### config.mk
export PLATFORM = sky130hd
export DESIGN_NAME = lt_sequencer
export DESIGN_NICKNAME = d
export VERILOG_FILES = /design/src/rtl/lt_sequencer_pkg.sv /design/src/rtl/lt_sync2.sv /design/src/rtl/lt_sequencer.sv
export SDC_FILE = /design/constraint.sdc
export NUM_CORES = 1
export LEC_CHECK = 0
export BUFFER_PORTS_ARGS = -buffer_cell sky130_fd_sc_hd__clkbuf_2
export CAP_MARGIN = 40
export CORE_MARGIN = 8
export CORE_UTILIZATION = 59
export CTS_BUF_LIST = sky130_fd_sc_hd__clkbuf_4 sky130_fd_sc_hd__clkbuf_8
export CTS_CLUSTER_DIAMETER = 50
export DETAILED_ROUTE_END_ITERATION = 7
export PLACE_DENSITY = 0.86
export SLEW_MARGIN = 20
export SYNTH_ARGS = -nofsm -noshare
export SYNTH_HDL_FRONTEND = slang
export SYNTH_SLANG_ARGS = --single-unit
### constraint.sdc
create_clock -name clk27 -period 3.1 [get_ports clk27]
set_input_delay 0.465 -clock clk27 [delete_from_list [all_inputs] [get_ports clk27]]
set_output_delay 0.465 -clock clk27 [all_outputs]
set_load 0.02 [all_outputs]
### src/rtl/lt_sequencer_pkg.sv
// Shared encodings for the latency tester: test-patch positions and sequencer states.
package lt_sequencer_pkg;

    typedef enum logic [1:0] {
        LT_NONE         = 2'd0,
        LT_TOP_LEFT     = 2'd1,
        LT_CENTER       = 2'd2,
        LT_BOTTOM_RIGHT = 2'd3
    } lt_mode_t;

    typedef enum logic [1:0] {
        ST_IDLE    = 2'd0,
        ST_ARM     = 2'd1,
        ST_SHOW    = 2'd2,
        ST_RELEASE = 2'd3
    } lt_state_t;

    localparam logic [15:0] LINE_MAX = 16'hFFFF;

endpackage

### src/rtl/lt_sync2.sv
// Two-flop synchronizer for a single asynchronous level, with selectable reset value.
module lt_sync2 #(
    parameter logic RESET_VAL = 1'b0
) (
    input  logic clk27,
    input  logic reset_n,
    input  logic d,
    output logic q
);

    logic meta_p0;
    logic sync_p1;

    always_ff @(posedge clk27 or negedge reset_n) begin
        if (!reset_n) begin
            meta_p0 <= RESET_VAL;
            sync_p1 <= RESET_VAL;
        end else begin
            meta_p0 <= d;
            sync_p1 <= meta_p0;
        end
    end

    assign q = sync_p1;

endmodule

### src/rtl/lt_sequencer.sv
// Latency-test sequencer: shows a test patch, counts HSYNC periods until the
// photodiode fires, and reports the result or a timeout.
module lt_sequencer
    import lt_sequencer_pkg::*;
#(
    parameter logic [7:0] TIMEOUT_FRAMES = 8'd60
) (
    input  logic        clk27,
    input  logic        reset_n,
    input  logic        hsync_in,
    input  logic        vsync_in,
    input  logic        trigger_n,
    input  logic        sensor_in,
    input  logic [1:0]  mode_sel,
    output logic        lt_active,
    output logic [1:0]  lt_mode,
    output logic        busy,
    output logic [15:0] result_lines,
    output logic        result_valid,
    output logic        timeout
);

    logic      trig_s;
    logic      sensor_s;
    logic      trig_q;
    logic      hs_q;
    logic      vs_q;
    logic      trig_fall;
    logic      hs_fall;
    logic      vs_fall;
    lt_state_t state;
    lt_mode_t  mode_lat;
    logic [15:0] line_cnt;
    logic [15:0] line_next;
    logic [7:0]  frame_cnt;
    logic [7:0]  frame_next;

    lt_sync2 #(.RESET_VAL(1'b1)) u_sync_trig (
        .clk27   (clk27),
        .reset_n (reset_n),
        .d       (trigger_n),
        .q       (trig_s)
    );

    lt_sync2 #(.RESET_VAL(1'b0)) u_sync_sensor (
        .clk27   (clk27),
        .reset_n (reset_n),
        .d       (sensor_in),
        .q       (sensor_s)
    );

    always_ff @(posedge clk27 or negedge reset_n) begin
        if (!reset_n) begin
            trig_q <= 1'b1;
            hs_q   <= 1'b1;
            vs_q   <= 1'b1;
        end else begin
            trig_q <= trig_s;
            hs_q   <= hsync_in;
            vs_q   <= vsync_in;
        end
    end

    assign trig_fall = trig_q & ~trig_s;
    assign hs_fall   = hs_q & ~hsync_in;
    assign vs_fall   = vs_q & ~vsync_in;

    // Line count saturates so a very late detection never reads as a short one.
    always_comb begin
        line_next = line_cnt;
        if (hs_fall && line_cnt != LINE_MAX) begin
            line_next = line_cnt + 16'd1;
        end
        frame_next = vs_fall ? frame_cnt + 8'd1 : frame_cnt;
    end

    always_ff @(posedge clk27 or negedge reset_n) begin
        if (!reset_n) begin
            state        <= ST_IDLE;
            mode_lat     <= LT_NONE;
            lt_active    <= 1'b0;
            lt_mode      <= LT_NONE;
            result_lines <= 16'd0;
            result_valid <= 1'b0;
            timeout      <= 1'b0;
            line_cnt     <= 16'd0;
            frame_cnt    <= 8'd0;
        end else begin
            case (state)
                ST_IDLE: begin
                    lt_active <= 1'b0;
                    lt_mode   <= LT_NONE;
                    if (trig_fall && mode_sel != 2'b00) begin
                        mode_lat     <= lt_mode_t'(mode_sel);
                        result_valid <= 1'b0;
                        timeout      <= 1'b0;
                        state        <= ST_ARM;
                    end
                end
                // A lit sensor here would mean ambient light, so wait until it is dark.
                ST_ARM: begin
                    if (vs_fall && !sensor_s) begin
                        line_cnt  <= 16'd0;
                        frame_cnt <= 8'd0;
                        lt_active <= 1'b1;
                        lt_mode   <= mode_lat;
                        state     <= ST_SHOW;
                    end
                end
                ST_SHOW: begin
                    if (sensor_s) begin
                        result_lines <= line_next;
                        result_valid <= 1'b1;
                        lt_active    <= 1'b0;
                        lt_mode      <= LT_NONE;
                        state        <= ST_RELEASE;
                    end else if (frame_cnt == TIMEOUT_FRAMES) begin
                        timeout   <= 1'b1;
                        lt_active <= 1'b0;
                        lt_mode   <= LT_NONE;
                        state     <= ST_RELEASE;
                    end else begin
                        line_cnt  <= line_next;
                        frame_cnt <= frame_next;
                    end
                end
                ST_RELEASE: begin
                    lt_active <= 1'b0;
                    lt_mode   <= LT_NONE;
                    if (vs_fall && !sensor_s) begin
                        state <= ST_IDLE;
                    end
                end
                default: state <= ST_IDLE;
            endcase
        end
    end

    assign busy = (state != ST_IDLE);

endmodule

# Word-level counts from Yosys, hierarchy flattened
# Cells that the tools add are included.
totals:
  register_bits: 56
  in_bits: 8
  output_inout_bits: 22
  word_cells: 86
op_classes:
  eq_ne: 14
  n_addsub: 2
  n_mux: 30
  reduce_logical: 18
  n_bitwise: 6
op_table:
  columns: ["cell", "n"]
  rows:
  - ["16-bit two-way mux", 4]
  - ["8-bit two-way mux", 4]
  - ["16-bit one-hot mux with 2 select lines", 1]
  - ["16-bit by 1-bit adder with 16-bit output, second input constant", 1]
  - ["2-bit two-way mux", 8]
  - ["16-bit != test, second input constant", 1]
  - ["8-bit one-hot mux with 2 select lines", 1]
  - ["2-bit != test, second input constant", 7]
  - ["4-bit AND reduction", 3]
  - ["8-bit by 1-bit adder with 8-bit output, second input constant", 1]
  - ["8-bit by 6-bit == test with 1-bit output, second input constant", 1]
  - ["2-bit one-hot mux with 4 select lines", 1]
  - ["2-bit nonzero test", 4]
  - ["1-bit two-way mux", 7]
  - ["2-bit one-hot mux with 3 select lines", 1]
  - ["2-bit AND reduction", 3]
  - ["5-bit AND reduction", 1]
  - ["2-bit == test, second input constant", 2]
  - ["1-bit one-hot mux with 2 select lines", 2]
  - ["1-bit AND", 3]
  - ["1-bit logical AND", 3]
  - ["3-bit by 2-bit != test with 1-bit output, second input constant", 1]
  - ["1-bit NOT", 3]
  - ["1-bit one-hot mux with 3 select lines", 1]
  - ["other kinds (6)", 6]

# Logic depth before layout (Yosys ltp)
depth:
  word_depth: 7
  ltp_mapped: 9
  mapped_depth_nobuf: 7

# Cells and area by module
# Synthesis repeated with hierarchy kept, for this count alone.
unflattened:
  hier_cells: 302
  area_unflattened_um2: 3037.9
modules_own_cells:
  columns: ["module", "cells_each", "seq_area_each_um2", "area_per_inst_um2", "n_inst"]
  rows:
  - ["lt_sequencer", 298, 1305.0, 2935.3, 1]
  - ["lt_sync2 (u_sync_trig)", 2, 52.6, 52.6, 1]
  - ["lt_sync2 (u_sync_sensor)", 2, 50.0, 50.0, 1]

# Worst setup path before layout
# No wires, ideal clock.
synth_timing:
  kind: "register -> register"
  from: "register frame_cnt[0]"
  to: "register line_cnt[0]"
  slack_ns: 1.190
  required_ns: 2.979
  path_stages_with_launch: 9
  t_arrival_ns: 1.789
  period_less_slack_ns: 1.910
  path_cell_list: "dfrtp_1 > inv_1 > ha_1 > or3b_1 > o211ai_1 > or2_2 > buf_6 > o21ai_1 > a22o_1"
synth_via:
  elab_chain_cells: 3
synth_rtl:
  columns: ["item", "line", "source"]
  rows:
  - ["from (decl)", "lt_sequencer.sv:35", "logic [7:0] frame_cnt;"]
  - ["from (signal assigned)", "lt_sequencer.sv:124", "frame_cnt <= frame_next;"]
  - ["8-bit by 6-bit == test with 1-bit output", "lt_sequencer.sv:117", "end else if (frame_cnt == TIMEOUT_FRAMES) begin"]
  - ["2-bit != test (no source line)", null, null]
  - ["4-bit AND reduction (no source line)", null, null]
  - ["to (signal assigned)", "lt_sequencer.sv:123", "line_cnt <= line_next;"]
  - ["to (decl)", "lt_sequencer.sv:33", "logic [15:0] line_cnt;"]
# Every way passes these cells.
# A chain may end at the register's enable or synchronous reset.

# Worst setup path in the final report
# Ends and elaborated chain as after synthesis.

==> flow_summary.toml <==
[floorplan]
row_count = 26
core_um2 = 5010
die_h_um = 87.2
die-width_um = 87.2
die-area_um2 = 7600
start_util_pct = 59.6
ios = 30

[routing]
vias = 2362
post_drt_wl_per_cell_um = 14.5
firstDrtPassIters = 4
ant_nets = 0
via_per_inst = 5.73
drt_wl_total_um = 5990
drc = 0
drt_iter0_markers = 163

[timing]
maxSlewViolCount = 0
rsz0062_at_grt = "false"
skew_ns = 0.0145
fin_crit_ns = 2.21
slew_headroom_pct = 62.3
fin_crit_sh_pct = 71.3
worst_pin_slew_ns = 0.561
whs_ns = 0.235
tns_ns = 0
finalHoldViolCount = 0
setup_viol = 0
fmax_ghz = 0.453

[logic_synthesis]
ys_warn_count = 0
syn_avg_cell_area_um2 = 9.48
ys_seq_area_share_pct = 47.1
synth_top_area_share_pct = 42.7
ys_types = 57
synth_top_family_by_area = "simple AND/OR/NAND/NOR gates"
synth_nets = 330
synth-compound-area-share_pct = 17.1
syn_area_um2 = 2990
ys_top_cells_by_area = "dfrtp_1, nand2_1, dfstp_2"
synth_cells = 315
synth-edff-count = 0
synth.area.mux_share_pct = 2.51
yosys.area_share.simple_pct = 22.5
ys_seq_elements = 56
yosysTopAreaCell = "dfrtp_1"
synth_xor_area_share_pct = 3.52
synth_flop_cell = "dfrtp_1"
synth_fa_ha_area_share_pct = 2.93
async_reset_ff_share_pct = 100

[pwr]
ir_worst_vdd_uv = 552
p_leak_nw = 1.44
power.density_cell_area_nw_per_um2 = 643
totalPowerFinal_mw = 2.11

[min_path]
whs_endpoint = "u_sync_trig.meta_p0"
hold_path_class = "input pin to flip-flop"
whs_path_depth = 1
hp-start = "trigger_n"

[cts]
cts_tree = "done"
cts.path.max_buffers = 2
cts.clk_slew.worst_paths_ns = 0.09
numCtsBuffers = 5
post_cts_buffers = 0
hold_buffers = 1
insertion_delay_ns = 0.31
clock_sinks = 56
ctsResizeCount = 0
htreeDepth = 2
cts_root_buf = "clkbuf_8"

[job]
drv_cap = 0

[placement]
placed_cell_area_um2 = 3180
io_buffers = 29
place.gp.congestion = 0.868
hpwl_um = 4310

[worst_setup_path]
crit_path_end_kind = "flip-flop"
r2r-end = "line_cnt[0]"
crit_type = "flip-flop to flip-flop"
worstSetupStartpointType = "flip-flop"
crit_arrival_ns = 2.40
crit_fanout = 9
reg2reg_slack_ns = 0.89
cp_data_required_time_ns = 3.29
timing.rr.start = "frame_cnt[0]"
reg2reg_depth = 7

[cells_and_area]
fill_cells = 417
utilization_pct = 65.7
drive_above_1_share_pct = 18.4
final_common_cell = "dfrtp_1"
num_antenna_cells = 0
area_delta_synth_final_pct = 10.1
final_area_um2 = 3290
multiInputGateArea_um2 = 1450
final_cell_mix = "dfrtp_1, nand2_1, clkbuf_2"
seq_area_um2 = 1410
nets = 356

[grt]
overflow = 0
grt_util_all_layers_pct = 17.0
grt_pass1_wl_um = 10500
antenna_found_initial = 0
grt_max_degree = 31
first_global_vias = 2305

[status]
status = "complete, no violations"
-- metal layers --
metal / vias to the layer above / track usage, % / wire length (µm)
met5: - / 0 / 0
met3: 6 / 3.87 / 318
met2: 51 / 27.8 / 2940
met1: 1127 / 21.8 / 2680
li1: 1178 / - / -
met4: 0 / 5.16 / 61
-- worst max-delay path, cell delays in order, from the launching register on --
cell and delay [ns]:
dfrtp_1 0.43, inv_1 0.11, ha_1 0.18, or3b_1 0.38, o211ai_1 0.32, or2_2 0.28
o21ai_1 0.13, a22o_1 0.26
-- Yosys cell counts, types with 2 or more instances --
master,count
a211oi_1,2
a21oi_1,16
a22o_1,5
xor2_1,3
clkbuf_1,7
o211ai_1,5
mux2_2,4
ha_1,7
and3_1,3
or2_2,4
o21ai_0,22
and4_1,3
nand2b_1,6
dfstp_2,5
xnor2_1,9
nand3_1,20
dfrtp_1,51
nor2_1,19
nand4_1,7
nand4b_1,2
buf_2,8
nor3_1,7
or3_1,2
a31oi_1,11
nand2_1,40
mux2i_1,3
o211a_1,3
inv_1,12
-- sequential cells by signal, summed over array words and instances, names as in the netlist, 2 cells and up --
signal	flops
line_cnt	16
result_lines	16
frame_cnt	8
lt_mode	2
mode_lat	2
state	2
-- worst max-delay path by stage --
stage,startpoint,end,slack (ns),depth (start not counted)
3_5_place_dp,frame_cnt[0],line_cnt[0],0.97,7
6_report,frame_cnt[0],line_cnt[0],0.89,7
2_1_floorplan,frame_cnt[0],line_cnt[0],1.19,8
4_1_cts,frame_cnt[0],line_cnt[0],0.92,7
3_3_place_gp,frame_cnt[0],line_cnt[0],1.04,7
5_1_grt,state[1],frame_cnt[1],0.73,7
-- cell families after synthesis --
family / after synthesis
simple gates: 127
compound gates: 77
flops: 56
buf+inv: 29
xor+xnor: 12
mux: 7
fa+ha+maj: 7
-- through the flow --
step           setup WS, ns  std cells
6_report              0.891        412
5_1_grt               0.726        412
4_1_cts               0.925        411
3_5_place_dp          0.966        402
3_3_place_gp           1.04        402
2_1_floorplan          1.19        315
-- power by group --
part	internal [mW]	total, mW	switching, mW
logic	0.283	0.761	0.479
registers	0.841	0.957	0.115
clock network	0.167	0.395	0.228
-- cell type report --
cell class                      instances  area share (%)
Clock buffer                            6            2.32
Clock inverter                          2           0.380
Inverter                               12            1.37
Multi-Input combinational cell        230            44.2
Sequential cell                        56            42.8
Tap cell                               70            2.66
Timing Repair Buffer                   36            6.31
Power figures use the tool's default switching activity.
